$ cat src/rtl/marquee_pkg.sv
// Shared types for the marquee scroll controller: command opcodes and FSM states.
package marquee_pkg;

  localparam int ROT_W = 4;

  typedef enum logic [1:0] {
    OP_STOP  = 2'b00,
    OP_RUN   = 2'b01,
    OP_PAUSE = 2'b10,
    OP_STEP  = 2'b11
  } cmd_op_e;

  typedef enum logic [1:0] {
    ST_IDLE,
    ST_RUN,
    ST_PAUSE,
    ST_STEP
  } state_e;

endpackage

$ cat src/rtl/marquee_ctrl_tick_gen.sv
// Step-rate divider: counts 0..DIV-1 while enabled, o_step is high combinationally in the
// last count; no backpressure, synchronous clear overrides enable.
module tick_gen #(
  parameter int DIV = 4
) (
  input  logic clk,
  input  logic nrst,
  input  logic i_en,
  input  logic i_clr,
  output logic o_step
);

  localparam int W = (DIV > 1) ? $clog2(DIV) : 1;

  logic [W-1:0] r_cnt;
  logic         w_last;

  assign w_last = (r_cnt == W'(DIV - 1));
  assign o_step = i_en && w_last;

  always_ff @(posedge clk or negedge nrst) begin
    if (!nrst) begin
      r_cnt <= '0;
    end else if (i_clr) begin
      r_cnt <= '0;
    end else if (i_en) begin
      r_cnt <= w_last ? '0 : r_cnt + W'(1);
    end
  end

endmodule

$ cat src/rtl/marquee_ctrl.sv
// Marquee scroll controller: steps a barrel-shift amount at STEP_HZ, outputs registered (1 cycle
// from command or step event); cmd_ready drops only during the single STEP cycle.
module marquee_ctrl
  import marquee_pkg::*;
#(
  parameter int CLK_HZ  = 50_000_000,
  parameter int STEP_HZ = 4,
  parameter int SHIFT_W = 3
) (
  input  logic               clk,
  input  logic               nrst,
  input  logic               i_cmd_valid,
  output logic               o_cmd_ready,
  input  logic [1:0]         i_cmd_op,
  input  logic               i_cmd_dir,
  input  logic [ROT_W-1:0]   i_cmd_loops,
  output logic [SHIFT_W-1:0] o_shift,
  output logic               o_busy,
  output logic               o_tick,
  output logic               o_done
);

  localparam int DIV = CLK_HZ / STEP_HZ;

  state_e             r_state;
  state_e             r_ret;
  logic               r_dir;
  logic [ROT_W-1:0]   r_loops;
  logic [ROT_W-1:0]   r_rot;
  logic [SHIFT_W-1:0] r_shift;
  logic               r_busy;
  logic               r_ready;
  logic               r_tick;
  logic               r_done;

  cmd_op_e            w_op;
  logic               w_acc;
  logic               w_step;
  logic               w_apply;
  logic               w_wrap;
  logic               w_fin;
  logic               w_clr;
  logic [SHIFT_W-1:0] w_run_shift;
  logic [ROT_W-1:0]   w_rot_inc;

  function automatic logic [SHIFT_W-1:0] nudge(input logic [SHIFT_W-1:0] s, input logic dn);
    return dn ? s - SHIFT_W'(1) : s + SHIFT_W'(1);
  endfunction

  assign w_op        = cmd_op_e'(i_cmd_op);
  assign w_acc       = i_cmd_valid && r_ready;
  // Any command landing on a step event wins; the step is simply lost.
  assign w_apply     = w_step && !w_acc;
  assign w_run_shift = nudge(r_shift, r_dir);
  assign w_wrap      = (w_run_shift == '0);
  assign w_rot_inc   = r_rot + ROT_W'(1);
  assign w_fin       = w_apply && w_wrap && (r_loops != '0) && (w_rot_inc == r_loops);
  assign w_clr       = w_fin ||
                       (w_acc && ((w_op == OP_STOP) ||
                                  ((w_op == OP_RUN) && (r_state != ST_PAUSE))));

  tick_gen #(
    .DIV (DIV)
  ) u_tick_gen (
    .clk    (clk),
    .nrst   (nrst),
    .i_en   (r_state == ST_RUN),
    .i_clr  (w_clr),
    .o_step (w_step)
  );

  always_ff @(posedge clk or negedge nrst) begin
    if (!nrst) begin
      r_state <= ST_IDLE;
      r_ret   <= ST_IDLE;
      r_dir   <= 1'b0;
      r_loops <= '0;
      r_rot   <= '0;
      r_shift <= '0;
      r_busy  <= 1'b0;
      r_ready <= 1'b1;
      r_tick  <= 1'b0;
      r_done  <= 1'b0;
    end else begin
      r_tick <= 1'b0;
      r_done <= 1'b0;
      case (r_state)
        ST_IDLE: begin
          if (w_acc) begin
            case (w_op)
              OP_RUN: begin
                r_dir   <= i_cmd_dir;
                r_loops <= i_cmd_loops;
                r_rot   <= '0;
                r_state <= ST_RUN;
                r_busy  <= 1'b1;
              end
              OP_STEP: begin
                r_shift <= nudge(r_shift, i_cmd_dir);
                r_tick  <= 1'b1;
                r_ret   <= ST_IDLE;
                r_state <= ST_STEP;
                r_ready <= 1'b0;
              end
              OP_STOP: begin
                r_shift <= '0;
                r_rot   <= '0;
              end
              default: ;
            endcase
          end
        end
        ST_RUN: begin
          if (w_acc) begin
            case (w_op)
              OP_STOP: begin
                r_shift <= '0;
                r_rot   <= '0;
                r_state <= ST_IDLE;
                r_busy  <= 1'b0;
              end
              OP_RUN: begin
                r_dir   <= i_cmd_dir;
                r_loops <= i_cmd_loops;
                r_rot   <= '0;
              end
              OP_PAUSE: r_state <= ST_PAUSE;
              default: ;
            endcase
          end else if (w_apply) begin
            r_shift <= w_run_shift;
            r_tick  <= 1'b1;
            if (w_wrap) begin
              r_rot <= w_rot_inc;
            end
            if (w_fin) begin
              r_rot   <= '0;
              r_done  <= 1'b1;
              r_state <= ST_IDLE;
              r_busy  <= 1'b0;
            end
          end
        end
        ST_PAUSE: begin
          if (w_acc) begin
            case (w_op)
              OP_STOP: begin
                r_shift <= '0;
                r_rot   <= '0;
                r_state <= ST_IDLE;
                r_busy  <= 1'b0;
              end
              OP_RUN: r_state <= ST_RUN;
              OP_STEP: begin
                r_shift <= nudge(r_shift, i_cmd_dir);
                r_tick  <= 1'b1;
                r_ret   <= ST_PAUSE;
                r_state <= ST_STEP;
                r_ready <= 1'b0;
                r_busy  <= 1'b0;
              end
              default: ;
            endcase
          end
        end
        ST_STEP: begin
          r_state <= r_ret;
          r_ready <= 1'b1;
          r_busy  <= (r_ret == ST_PAUSE);
        end
        default: begin
          r_state <= ST_IDLE;
          r_ready <= 1'b1;
          r_busy  <= 1'b0;
        end
      endcase
    end
  end

  assign o_cmd_ready = r_ready;
  assign o_shift     = r_shift;
  assign o_busy      = r_busy;
  assign o_tick      = r_tick;
  assign o_done      = r_done;

endmodule

$ cat config.mk
export PLATFORM = sky130hd
export DESIGN_NAME = marquee_ctrl
export DESIGN_NICKNAME = d
export VERILOG_FILES = /design/src/rtl/marquee_pkg.sv /design/src/rtl/marquee_ctrl_tick_gen.sv /design/src/rtl/marquee_ctrl.sv
export SDC_FILE = /design/constraint.sdc
export NUM_CORES = 1
export LEC_CHECK = 0
export BUFFER_PORTS_ARGS = -buffer_cell sky130_fd_sc_hd__buf_2
export CAP_MARGIN = 30
export CORE_MARGIN = 1.5
export CORE_UTILIZATION = 60
export CTS_CLUSTER_SIZE = 12
export DETAILED_ROUTE_END_ITERATION = 6
export PLACE_DENSITY = 0.79
export SETUP_SLACK_MARGIN = 0.2
export SLEW_MARGIN = 20
export SYNTH_ARGS = -nofsm -noshare
export SYNTH_HDL_FRONTEND = slang
export SYNTH_SLANG_ARGS = --single-unit
$ cat constraint.sdc
create_clock -name clk -period 3.4 [get_ports clk]
set_input_delay 0.17 -clock clk [delete_from_list [all_inputs] [get_ports clk]]
set_output_delay 0.17 -clock clk [all_outputs]
set_load 0.03 [all_outputs]
# --- Word level (Yosys, flattened, before mapping) ---
# Cells that the tools add are included.
word_totals:
  input_bits: 10
  regBits: 44
op_classes:
  eq_ne: 27
  n_reduce_logical: 31
  n_mux: 55
  add_sub_neg: 4
op_table:
  columns: ["operator", "n"]
  rows:
  - ["two-way mux 24 bit", 3]
  - ["two-way mux 4 bit", 8]
  - ["adder 24 x 1 -> 24 bit, second input constant", 1]
  - ["== test 24 bit, second input constant", 1]
  - ["two-way mux 1 bit", 18]
  - ["two-way mux 2 bit", 9]
  - ["two-way mux 3 bit", 6]
  - ["inequality test 2 bit, second input constant", 8]
  - ["AND reduction 7 bit", 2]
  - ["inequality test 3 bit, second input constant", 4]
  - ["inequality test 4 bit, second input constant", 3]
  - ["one-hot mux 2 bit (2 select lines)", 3]
  - ["one-hot mux 3 bit (2 select lines)", 2]
  - ["one-hot mux 4 bit (3 select lines)", 1]
  - ["== test 2 bit, second input constant", 5]
  - ["AND reduction 5 bit", 2]
  - ["logical AND 1 bit", 8]
  - ["one-hot mux 2 bit (4 select lines)", 1]
  - ["nonzero test 2 bit", 4]
  - ["OR reduction 2 bit", 4]
  - ["one-hot mux 2 bit (3 select lines)", 1]
  - ["AND reduction 3 bit", 2]
  - ["AND reduction 6 bit", 1]
  - ["adder 4 x 1 -> 4 bit, second input constant", 1]
  - ["14 further kinds", 19]

# --- Logic depth before layout (Yosys ltp) ---
logic_depth:
  word_depth: 10
  ltp_mapped: 9
  ltp_nobuf: 8

# --- By module ---
# A second synthesis with hierarchy kept.
unflattened:
  hier_cells: 325
  area_unflattened_um2: 2896.5
by_module_without_submodules:
  columns: ["mod", "area_each_um2", "cells_each", "seq_area_each_um2", "n_inst"]
  rows:
  - ["tick_gen", 1485.2, 173, 600.6, 1]
  - ["marquee_ctrl", 1411.4, 152, 476.7, 1]

# --- Worst setup path after synthesis ---
# No wires, ideal clock.
synth_path:
  path_type: "reg-to-reg"
  from: "register r_shift[0], in the netlist o_shift[0]"
  to: "register r_state[1]"
  n_path_buf: 0
  t_required_ns: 3.275
  path_stages_with_launch: 9
  slack_ns: 0.731
  period_less_slack_ns: 2.669
  arrival_ns: 2.544
  path_cell_list: "dfrtp_1 > inv_1 > ha_1 > or3b_2 > o22ai_1 > nand4_1 > o31ai_4 > o211ai_4 > mux2_4"
synth_via:
  elab_chain_cells: 8
synth_rtl:
  columns: ["item", "line", "source"]
  rows:
  - ["from (decl)", "marquee_ctrl.sv:30", "logic [SHIFT_W-1:0] r_shift;"]
  - ["from (signal assigned)", "marquee_ctrl.sv:99", "r_shift <= nudge(r_shift, i_cmd_dir);"]
  - ["from (signal assigned)", "marquee_ctrl.sv:131", "r_shift <= w_run_shift;"]
  - ["from (signal assigned)", "marquee_ctrl.sv:155", "r_shift <= nudge(r_shift, i_cmd_dir);"]
  - ["adder 3 x 1 -> 3 bit or subtractor 3 x 1 -> 3 bit (tied branches)", "marquee_ctrl.sv:47", "return dn ? s - SHIFT_W'(1) : s + SHIFT_W'(1);"]
  - ["two-way mux 3 bit *", "marquee_ctrl.sv:47", null]
  - ["zero test 3 bit *", "marquee_ctrl.sv:55", "assign w_wrap = (w_run_shift == '0);"]
  - ["logical AND 1 bit * (3 in series)", "marquee_ctrl.sv:57", "assign w_fin = w_apply && w_wrap && (r_loops != '0) && (w_rot_inc == r_loops);"]
  - ["inequality test 3 bit (no line) *", null, null]
  - ["AND reduction 7 bit (no line) *", null, null]
  - ["to (signal assigned)", "marquee_ctrl.sv:167", "r_state <= r_ret;"]
  - ["to (decl)", "marquee_ctrl.sv:25", "state_e r_state;"]
# Mark *: on every way between the ends. The rest lies on a longest branch, timed or not.
# A chain may end at the register's enable or synchronous reset.

# --- Worst setup path in the final report ---
# Ends and elaborated chain as after synthesis.

==> reports/results.tsv <==
stage	metric	value	unit
floorplanning	die width	71.12	um
logic_synthesis	post-synth top area share	37.75	%
timing	RSZ-0062 raised after global routing	no	
clock_tree	CTS root buffer	clkbuf_8	
worst_hold_path	Hold Path Sink	r_loops[2]$_DFFE_PN0P_	
clock_tree	post-CTS repair timing setup buffer count	0	
floorplanning	Core ar.	4414	sq um
logic_synthesis	cell accounting for the most synthesized area	dfrtp_1	
pwr	static leakage	1.309	nW
global_routing	number of global-route vias before repair	2246	
placed_design	placer congestion estimate	0.9158	
layout	FF/Latch Area	1077	sq um
floorplanning	Starting Density	63.07	%
drt	Residual DRC	0	
flow_run	Max-Cap Viols	0	
logic_synthesis	register area share after synthesis	38.70	%
layout	Total Nets Final	351	
pwr	Gate power share	44.3	%
timing	final clock skew	0.003042	ns
worst_setup_path	Cell Chain, Critical Path	inv_1, ha_1, or3b_2, o22ai_1, nand4_1, o31ai_4, o211ai_4, mux2_4	
worst_setup_path	startpoint types	flip-flop	
logic_synthesis	Synth Cell Area	2784	sq um
pwr	sequential share of power	36.2	%
worst_setup_path	Critical Path AT	3.01	ns
global_routing	GRT Total Usage	25.92	%
logic_synthesis	Synthesized Nets	331	
drt	via density per instance	6.241	
floorplanning	die area	5057	sq um
global_routing	first-pass GRT wire length	10550	um
pwr	Internal Power	1.253	mW
pwr	P per Cell Area	699.8	nW/um^2
timing	Final Slew Violations	0	
worst_setup_path	Setup CP Type	reg -> reg	
logic_synthesis	Simple-Gate Fraction of Synth Area	26.88	%
logic_synthesis	Post-Synth Adder-Cell Area	5.393	%
clock_tree	cts bufs inserted	5	
drt	Routed WL	6130	um
outcome	status	finished, final reports clean	
worst_hold_path	Hold/Removal Path Class	in -> reg	
timing	minimum clock period after layout	2.818	ns
drt	number of antenna-violating nets in the routed design	0	
layout	Final Instance Count excl. Fillers	382	
clock_tree	CTS H-tree depth	2	
floorplanning	Die H	71.12	um
logic_synthesis	largest family of logic cells by synthesized area	simple AND/OR/NAND/NOR gates	
global_routing	initial antenna violation count	0	
timing	Final setup viols	0	
timing	setup TNS	0	ns
worst_setup_path	largest stage delay on the critical path	0.49	ns
logic_synthesis	Syn. warnings	0	
floorplanning	I/O Pins	17	
worst_setup_path	crit path max-delay cell type	or3b_2	
placed_design	port bufs	16	
worst_setup_path	reg2reg end	r_state[1]$_DFFE_PN0P_	
timing	Max Freq	354.8	MHz
layout	n_diodes	0	
layout	Multi-input gate area	1637	sq um
worst_hold_path	Hold Path Stages	2	
clock_tree	Longest Clk Path Bufs	2	
logic_synthesis	Primary FF master, synth	dfrtp_1	
placed_design	Final HPWL DP	4409	um
worst_setup_path	Worst R2R Start	o_shift[0]$_DFFE_PN0P_	
worst_setup_path	R2R depth	8	
logic_synthesis	Post-synth EDFFs	0	
worst_hold_path	Worst Hold Launch	i_cmd_loops[2]	
logic_synthesis	multiplexer share of the synthesized area	4.854	%
timing	slew margin rel.	58.14	%
layout	final core occ	69.64	%
floorplanning	# rows	24	
placed_design	DP Cell Count	372	
pwr	VDD IR-drop max	0.0004709	V
worst_setup_path	CP max FO	6	
logic_synthesis	top cells by area, synth	dfrtp_1 38%, ha_1 5.4%, a21oi_1 4.9%, nand2_1 4.3%, nor2_1 3.9%	
drt	initial DRC count	207	
pwr	Clock power frac	19.5	%
timing	slew at the pin closest to its max-slew limit	0.6221	ns
layout	fillcell total	358	
logic_synthesis	register bit count reported by yosys	43	
layout	Area growth syn-to-layout	10.43	%
logic_synthesis	XOR/XNOR Fraction of Synth Area	5.663	%
logic_synthesis	Syn Inst Count	309	
logic_synthesis	Yosys cell types	58	
layout	most frequent cells in the layout	42 x dfrtp_1, 32 x nand2_1, 29 x nor2_1, 27 x a21oi_1	
pwr	Sw Ratio	41.75	%
worst_setup_path	WP data required	3.59	ns
clock_tree	CTS tree	done	
logic_synthesis	Synth Area in Compound Gates	16.00	%
worst_setup_path	Worst setup EP type	flip-flop	
global_routing	grt total ovfl	0	
clock_tree	CTS sink cnt	43	
layout	commonest non-fill, non-tap cell in the layout	dfrtp_1	
global_routing	largest net degree at the start of global routing	44	
clock_tree	clock slew at reported path FFs	0.08	ns
drt	DRT Pass-1 Iters	4	
drt	drt wl/cell	16.05	um
worst_setup_path	r2r setup slk	0.58	ns
logic_synthesis	syn avg cell area	9.009	sq um
timing	Final Hold Viols	0	
pwr	Net Sw Power	0.8981	mW
clock_tree	Skew-Pair Late Insertion Delay	0.30	ns
logic_synthesis	FFs w/ async S/R, synth	100.0	%
layout	share of layout cells above drive strength 1	15.76	%
timing	post-route clock period utilization	82.89	%
drt	Vias	2384	
## metrics by stage
stage	setup slack [ns]	hold slack, ns	power, mW	cell area, sq um
after floorplan	0.7306	-0.1256	1.481	2784
after global placement	0.7863	0.3658	1.690	2919
after detailed placement	0.6305	0.3841	1.718	2919
after CTS	0.6155	0.05845	2.141	3037
after global routing	0.4481	0.09432	2.297	3074
final	0.5817	0.09045	2.151	3074
## logic make-up after synthesis
group,Yosys count
muxes,12
DFF,43
AOI/OAI and AO/OA,68
xor gates and xnor gates,18
buffers and inverters,18
and+or+nand+nor,138
adders and majority gates,12
## cell usage after synthesis, drive strengths merged (2+ instances only)
cell type	instances
a21boi	2
a21o	2
a21oi	28
a32oi	2
and2	3
and3	3
buf	3
clkbuf	5
dfrtp	42
ha	12
inv	10
mux2	9
mux2i	3
nand2	33
nand2b	5
nand3	13
nand3b	8
nand4	7
nand4b	3
nor2	29
nor2b	6
nor3	10
nor4	6
o211ai	4
o21ai	16
o22ai	2
o31ai	2
or2	2
or3	4
xnor2	11
xor2	7
## state kept, by name (all words and copies together), names as in the netlist, 2 cells and up
register	count
r_loops	4
o_shift	3
u_tick_gen.r_cnt	24
r_rot	4
r_state	2
## critical path: cells and delay by family (launching register included)
family                     cells  cell delay [ns]
AOI/OAI and AO/OA              3             0.74
buffers and inverters          1             0.09
muxes                          1             0.31
adders and majority gates      1             0.35
DFF                            1             0.45
and+or+nand+nor                2             0.76
## final cells by class
class	count	share of cell area [%]
Multi-Input combinational cell	248	53.24
Sequential cell	43	35.04
Timing Repair Buffer	21	4.558
Clock buffer	6	2.686
Tap cell	52	2.116
Inverter	10	1.221
Clock inverter	2	1.140
## power groups by stage
| stage | combinational (mW) | clock [mW] | sequential [mW] |
|---|---|---|---|
| CTS | 0.942 | 0.424 | 0.774 |
| detailed placement | 0.936 | 0 | 0.782 |
| floorplan | 0.677 | 0 | 0.803 |
| finish | 0.954 | 0.420 | 0.778 |
| global placement | 0.916 | 0 | 0.774 |
| global route | 1.06 | 0.442 | 0.795 |
## how the worst max path moves through the flow
| stage | endpoint | cells after the start | startpoint | slack [ns] |
|---|---|---|---|---|
| CTS | r_state[1]$_DFFE_PN0P_ | 8 | o_shift[0]$_DFFE_PN0P_ | 0.62 |
| floorplan | r_state[1]$_DFFE_PN0P_ | 8 | o_shift[0]$_DFFE_PN0P_ | 0.73 |
| finish | r_state[1]$_DFFE_PN0P_ | 8 | o_shift[0]$_DFFE_PN0P_ | 0.58 |
| detailed placement | r_state[1]$_DFFE_PN0P_ | 8 | o_shift[0]$_DFFE_PN0P_ | 0.63 |
| global route | r_state[1]$_DFFE_PN0P_ | 8 | o_shift[0]$_DFFE_PN0P_ | 0.45 |
| global placement | r_state[1]$_DFFE_PN0P_ | 8 | o_shift[0]$_DFFE_PN0P_ | 0.79 |
## repair_timing
| item | in CTS | in global routing |
|---|---|---|
| hold buffers | 0 | 1 |
| hold endpoints to repair | 0 | 19 |
| resized for setup | 0 | 0 |
## layer usage
metal / routed length, um / track usage (%) / vias to the layer above
li1: - / - / 1155
met1: 2890 / 34.62 / 1154
met2: 2841 / 41.95 / 63
met3: 279 / 4.416 / 12
met4: 119 / 10.69 / 0
met5: 0 / 0 / -
No activity file was read; power rests on OpenSTA's default activity.
